==> src/rtl/puff_timer.sv <==
// puff_timer: fuel-injector puff controller.
// A rising edge on the asynchronous ign_coil input opens the injector for
// puff_len_us microseconds. A jiffy-based watchdog aborts the puff and stalls
// the controller if ignition edges stop arriving. The next edge after a stall
// only clears the stall.
//
// Ports
//   sysclk              system clock, rising edge
//   sysreset            asynchronous reset, active low
//   pulse1m             one-cycle tick every 1 us (PUFF timebase)
//   pulse50k            one-cycle tick every 20 us (WDOG timebase, one jiffy)
//   ign_coil            asynchronous ignition-coil level
//   ign_timeout_len_jf  watchdog length in jiffies, 0 disables it
//   puff_len_us         injector open time in us, sampled when a puff starts
//   puff_enable         1 allows puffs, 0 closes the injector at once
//   injector_open       registered injector drive
//   puff_event          registered one-cycle pulse on normal puff completion

// Loadable 16-bit down-counter. Load has priority over counting, and the count
// stops at zero.
module cdtimer16 (
  input  logic        sysclk,
  input  logic        sysreset,
  input  logic [15:0] data_in,
  input  logic        load,
  input  logic        counter_event,
  output logic [15:0] data_out,
  output logic        expired
);
  logic [15:0] count_q, count_d;

  always_comb begin
    count_d = count_q;
    if (load)
      count_d = data_in;
    else if (counter_event && (count_q != 16'd0))
      count_d = count_q - 16'd1;
  end

  always_ff @(posedge sysclk or negedge sysreset) begin
    if (!sysreset) count_q <= '0;
    else           count_q <= count_d;
  end

  assign data_out = count_q;
  assign expired  = (count_q == 16'd0);
endmodule

// state | meaning
// IDLE  | injector closed, waiting for an ignition edge
// PUFF  | injector open, PUFF timer counting down
// STALL | watchdog expired; next ignition edge only clears the stall
module puff_timer (
  input  logic        sysclk,
  input  logic        sysreset,
  input  logic        pulse1m,
  input  logic        pulse50k,
  input  logic        ign_coil,
  input  logic [15:0] ign_timeout_len_jf,
  input  logic [15:0] puff_len_us,
  input  logic        puff_enable,
  output logic        injector_open,
  output logic        puff_event
);
  typedef enum logic [1:0] {
    ST_IDLE  = 2'd0,
    ST_PUFF  = 2'd1,
    ST_STALL = 2'd2
  } state_t;

  state_t state_q, state_d;
  logic   sync1_q, sync1_d, sync2_q, sync2_d, prev_q, prev_d;
  logic   valid1_q, valid1_d, valid2_q, valid2_d, seen_low_q, seen_low_d;
  logic   armed_q, armed_d, event_q, event_d;
  logic   ign_rise, wdog_fire;
  logic   start, abort, done;
  logic   puff_load, puff_expired, wdog_expired;
  logic [15:0] puff_data;
  logic [15:0] puff_count_unused, wdog_count_unused;

  // The synchronizer flops come out of reset at 0, so a coil already held high
  // would look like an edge. seen_low only arms edge detection once the
  // synchronized level has been observed low after the chain has filled.
  always_comb begin
    sync1_d    = ign_coil;
    sync2_d    = sync1_q;
    prev_d     = sync2_q;
    valid1_d   = 1'b1;
    valid2_d   = valid1_q;
    seen_low_d = seen_low_q | (valid2_q & ~sync2_q);
  end

  assign ign_rise = sync2_q & ~prev_q & seen_low_q;

  // armed marks a watchdog run started from a nonzero load; it fires once when
  // that run reaches zero. A simultaneous ignition edge reloads and wins.
  assign wdog_fire = armed_q & wdog_expired & ~ign_rise;

  always_comb begin
    armed_d = armed_q;
    if (ign_rise)       armed_d = (ign_timeout_len_jf != 16'd0);
    else if (wdog_fire) armed_d = 1'b0;
  end

  // Next-state logic
  always_comb begin
    state_d = state_q;
    start   = 1'b0;
    abort   = 1'b0;
    done    = 1'b0;
    case (state_q)
      ST_IDLE: begin
        if (ign_rise && puff_enable && (puff_len_us != 16'd0)) begin
          state_d = ST_PUFF;
          start   = 1'b1;
        end else if (wdog_fire) begin
          state_d = ST_STALL;
        end
      end
      ST_PUFF: begin
        if (wdog_fire) begin
          state_d = ST_STALL;
          abort   = 1'b1;
        end else if (!puff_enable) begin
          state_d = ST_IDLE;
          abort   = 1'b1;
        end else if (puff_expired) begin
          state_d = ST_IDLE;
          done    = 1'b1;
        end
      end
      ST_STALL: begin
        if (ign_rise) state_d = ST_IDLE;
      end
      default: state_d = ST_IDLE;
    endcase
  end

  // Output logic; an abort loads zero so the PUFF count is cleared
  always_comb begin
    puff_load     = start | abort;
    puff_data     = start ? puff_len_us : 16'd0;
    event_d       = done;
    injector_open = (state_q == ST_PUFF);
    puff_event    = event_q;
  end

  // State register
  always_ff @(posedge sysclk or negedge sysreset) begin
    if (!sysreset) begin
      state_q    <= ST_IDLE;
      sync1_q    <= 1'b0;
      sync2_q    <= 1'b0;
      prev_q     <= 1'b0;
      valid1_q   <= 1'b0;
      valid2_q   <= 1'b0;
      seen_low_q <= 1'b0;
      armed_q    <= 1'b0;
      event_q    <= 1'b0;
    end else begin
      state_q    <= state_d;
      sync1_q    <= sync1_d;
      sync2_q    <= sync2_d;
      prev_q     <= prev_d;
      valid1_q   <= valid1_d;
      valid2_q   <= valid2_d;
      seen_low_q <= seen_low_d;
      armed_q    <= armed_d;
      event_q    <= event_d;
    end
  end

  cdtimer16 u_puff (
    .sysclk        (sysclk),
    .sysreset      (sysreset),
    .data_in       (puff_data),
    .load          (puff_load),
    .counter_event (pulse1m),
    .data_out      (puff_count_unused),
    .expired       (puff_expired)
  );

  cdtimer16 u_wdog (
    .sysclk        (sysclk),
    .sysreset      (sysreset),
    .data_in       (ign_timeout_len_jf),
    .load          (ign_rise),
    .counter_event (pulse50k),
    .data_out      (wdog_count_unused),
    .expired       (wdog_expired)
  );
endmodule

==> config.mk <==
export PLATFORM = sky130hd
export DESIGN_NAME = puff_timer
export DESIGN_NICKNAME = d
export VERILOG_FILES = /design/src/rtl/puff_timer.sv
export SDC_FILE = /design/constraint.sdc
export NUM_CORES = 1
export LEC_CHECK = 0
export BUFFER_PORTS_ARGS = -buffer_cell sky130_fd_sc_hd__buf_2
export CAP_MARGIN = 25
export CORE_UTILIZATION = 40
export DETAILED_ROUTE_END_ITERATION = 6
export SKIP_CTS_REPAIR_TIMING = 1
export SYNTH_ARGS = -nofsm -noshare
export SYNTH_HDL_FRONTEND = slang
export SYNTH_SLANG_ARGS = --single-unit
==> constraint.sdc <==
create_clock -name sysclk -period 3.1 [get_ports sysclk]
set_clock_uncertainty 0.2 [all_clocks]
set_input_delay 0.465 -clock sysclk [delete_from_list [all_inputs] [get_ports sysclk]]
set_output_delay 0.465 -clock sysclk [all_outputs]
set_load 0.05 [all_outputs]
==> out/metrics.yaml <==
status: "complete, no violations"
drt_first_pass_iters: 4
core_area_um2: 5640
clock_sinks: 42
cts_tree: "built"
critPathTopFamily: "simple AND/OR/NAND/NOR gates"
via_per_inst: 5.42
grt_pass1_vias: 2018
highest_layer: "met4"
cellPowerDensity_nw_per_um2: 677
track_usage_pct: 19.7
finalCriticalPeriod_ns: 2.73
hp-class: "input port to flip-flop"
power_frac_comb_pct: 35.1
yosysSeqAreaShare_pct: 44.1
criticalPathCategory: "flip-flop to flip-flop"
wl_met2_mm: 2.78
yosysTopAreaCellShare_pct: 44.1
nFillCells: 539
slew-limit-headroom_pct: 58.8
clock_power_share_pct: 19.6
row_count: 27
synthTopCellsByArea: "dfrtp_1, nand2_1, xnor2_1, nor4_1, o21ai_1"
pwr-share-seq_pct: 45.3
cts-root-buf: "clkbuf_8"
cts.reportedPaths.clkPinSlew_ns: 0.09
cp_slowest_cell: "or2_1"
p_sw_share_pct: 39.2
ir_worst_vdd_v: 0.000369
synth_edf_count: 0
setup_viol: 0
io_pins: 40
die_w_um: 79.2
diodes: 0
async_reset_ff_share_pct: 100
drt_wl_total_mm: 5.65
io_buffers: 39
crit_buf_inv: 1
ys_warn_count: 0
maxCapViolCount: 0
hold_violations: 0
ant_nets: 0
start_util_pct: 42.3
synth_area_leader_cell: "dfrtp_1"
grt_pass1_wl_mm: 9.40
multi_input_area_um2: 1270
grt_max_degree: 43
yosys.cell_types.count: 48
leakage_nw: 1.15
path_max_fanout: 14
h-tree-depth: 2
grt_remaining_overflow: 0
rsz0062_at_grt: "false"
drt_iter0_drc: 71
synth.net_count: 306
p_int_mw: 1.15
cp-start-kind: "flip-flop"
finish.utilization_pct: 49.5
arrival_ns: 2.69
wl_met1_mm: 2.53
wl_per_cell_um: 14.8
areaGrowthSynthToFinish_pct: 17.1
place_hpwl_mm: 4.15
end_kind: "flip-flop"
die_area_um2: 6280
place_congestion: 0.784
drc: 0
ys.flop_type: "dfrtp_1"
finalSetupTns_ns: 0
wl_met3_um: 272
numCtsBuffers: 5
worst_pin_slew_ns: 0.609
vias: 2071
final-max-slew-violation-count: 0
regArea_um2: 1050
synth_area_um2: 2380
layout.nets: 351
clk_latency_ns: 0.30
power.switching_mw: 0.742
synth-seq-cells: 42
antenna_found_initial: 0
worstPathRequired_ns: 3.06
syn_area_per_cell_um2: 9.03
cts_max_path_buffers: 2
critical_path.max_stage_delay_ns: 0.54
die_h_um: 79.2
synth_cells: 264
path_cells: "inv_1 -> ha_1 -> nor3b_1 -> nand4_1 -> o22ai_1 -> or2_1 -> o21ai_1"
drive_gt1_share_pct: 20.3
max_freq_mhz: 366
period_share_pct: 88.2
cell families after synthesis:
| kind of cell | synth area share (%) |
|---|---|
| compound gates | 13.1 |
| other cells | 0.157 |
| xor+xnor | 8.45 |
| simple gates | 28.1 |
| fa+ha+maj | 2.10 |
| mux | 1.31 |
| buf+inv | 2.73 |
| flops | 44.1 |
sequential cells by signal, summed over array words and instances (netlist names):
| name | cells |
|---|---|
| seen_low_q | 1 |
| u_puff.data_out | 16 |
| prev_q | 1 |
| valid1_q | 1 |
| puff_event | 1 |
| sync1_q | 1 |
| valid2_q | 1 |
| u_wdog.data_out | 16 |
| armed_q | 1 |
| state_q | 2 |
| prev_d | 1 |
cell usage after synthesis (2+ instances only):
cell type and number:
nor4b_1 5, o21ai_0 13, clkbuf_1 6, ha_1 4, dfrtp_1 42, nor3_1 8, nand3_1 12, o21ai_1 15
nor3b_1 3, mux2i_1 2, inv_1 7, xor2_1 8, nand4_1 4, nor2_1 17, nand2b_1 2, nand2_1 44
or3_1 3, nor4_1 14, o31ai_1 2, or4_1 3, a21oi_1 7, xnor2_1 15, and4_1 3
worst reg2reg max path: cells and delay by family (launching register included):
kind / cells / cell delay [ns]
buf+inv: 1 / 0.11
fa+ha+maj: 1 / 0.14
simple gates: 3 / 1.25
compound gates: 2 / 0.52
flops: 1 / 0.38
layer usage:
| layer | up-vias | global-route usage (%) |
|---|---|---|
| li1 | 1036 | - |
| met1 | 974 | 24.3 |
| met2 | 54 | 34.7 |
| met3 | 7 | 3.79 |
| met4 | 0 | 5.45 |
| met5 | - | 0 |
final timing paths:
check	start	slack [ns]	endpoint	cells past startpoint
max in group asynchronous	sysreset	1.98	u_wdog.data_out[1]	3
min in group asynchronous	sysreset	0.29	u_puff.data_out[5]	2
worst max-delay path	u_wdog.data_out[0]	0.37	u_puff.data_out[8]	7
worst min register to register	sync1_q	0.16	prev_d	0
worst min-delay path	ign_coil	0.06	sync1_q	1
worst max register to register	u_wdog.data_out[0]	0.37	u_puff.data_out[8]	7
area by class of cell:
class,instances,share of cell area (%)
Tap cell,72,3.23
Clock inverter,3,0.762
Inverter,7,0.941
Sequential cell,42,37.7
Multi-Input combinational cell,207,45.5
Timing Repair Buffer,46,9.41
Clock buffer,5,2.47
power groups by stage:
| stage | clock network (mW) | logic [mW] | registers [mW] |
|---|---|---|---|
| after CTS | 0.378 | 0.659 | 0.857 |
| after global routing | 0.407 | 0.749 | 0.877 |
| after floorplan | 0 | 0.521 | 0.818 |
| after detailed placement | 0 | 0.653 | 0.867 |
| after global placement | 0 | 0.634 | 0.861 |
| final | 0.370 | 0.663 | 0.857 |
cells in the final DEF, fill, tap and decap left out, types with 2 or more instances in the layout:
master / n
or4_1: 3
o21ai_1: 15
and4_1: 3
nand4_1: 4
nand3_1: 12
nor3b_1: 3
dfrtp_1: 42
nor3_1: 8
xor2_1: 8
or3_1: 3
nand2_1: 44
ha_1: 4
nor4b_1: 5
nand2b_1: 2
inv_1: 7
o21ai_0: 13
nor2_2: 2
buf_2: 39
o31ai_1: 2
nor2_1: 16
mux2i_1: 2
buf_4: 5
nor4_1: 14
clkbuf_8: 5
a21oi_1: 7
xnor2_1: 15
per-stage QoR:
| stage | cells | hold WS [ns] | total power [mW] | setup WS (ns) | area, µm² |
|---|---|---|---|---|---|
| CTS | 380 | 0.0507 | 1.89 | 0.378 | 2760 |
| global route | 382 | 0.0435 | 2.03 | 0.125 | 2790 |
| finish | 382 | 0.0597 | 1.89 | 0.366 | 2790 |
| floorplan | 264 | -0.0306 | 1.34 | 0.799 | 2380 |
| global placement | 372 | 0.131 | 1.49 | 0.579 | 2670 |
| detailed placement | 372 | 0.139 | 1.52 | 0.424 | 2670 |
(Power assumes the default switching activity.)
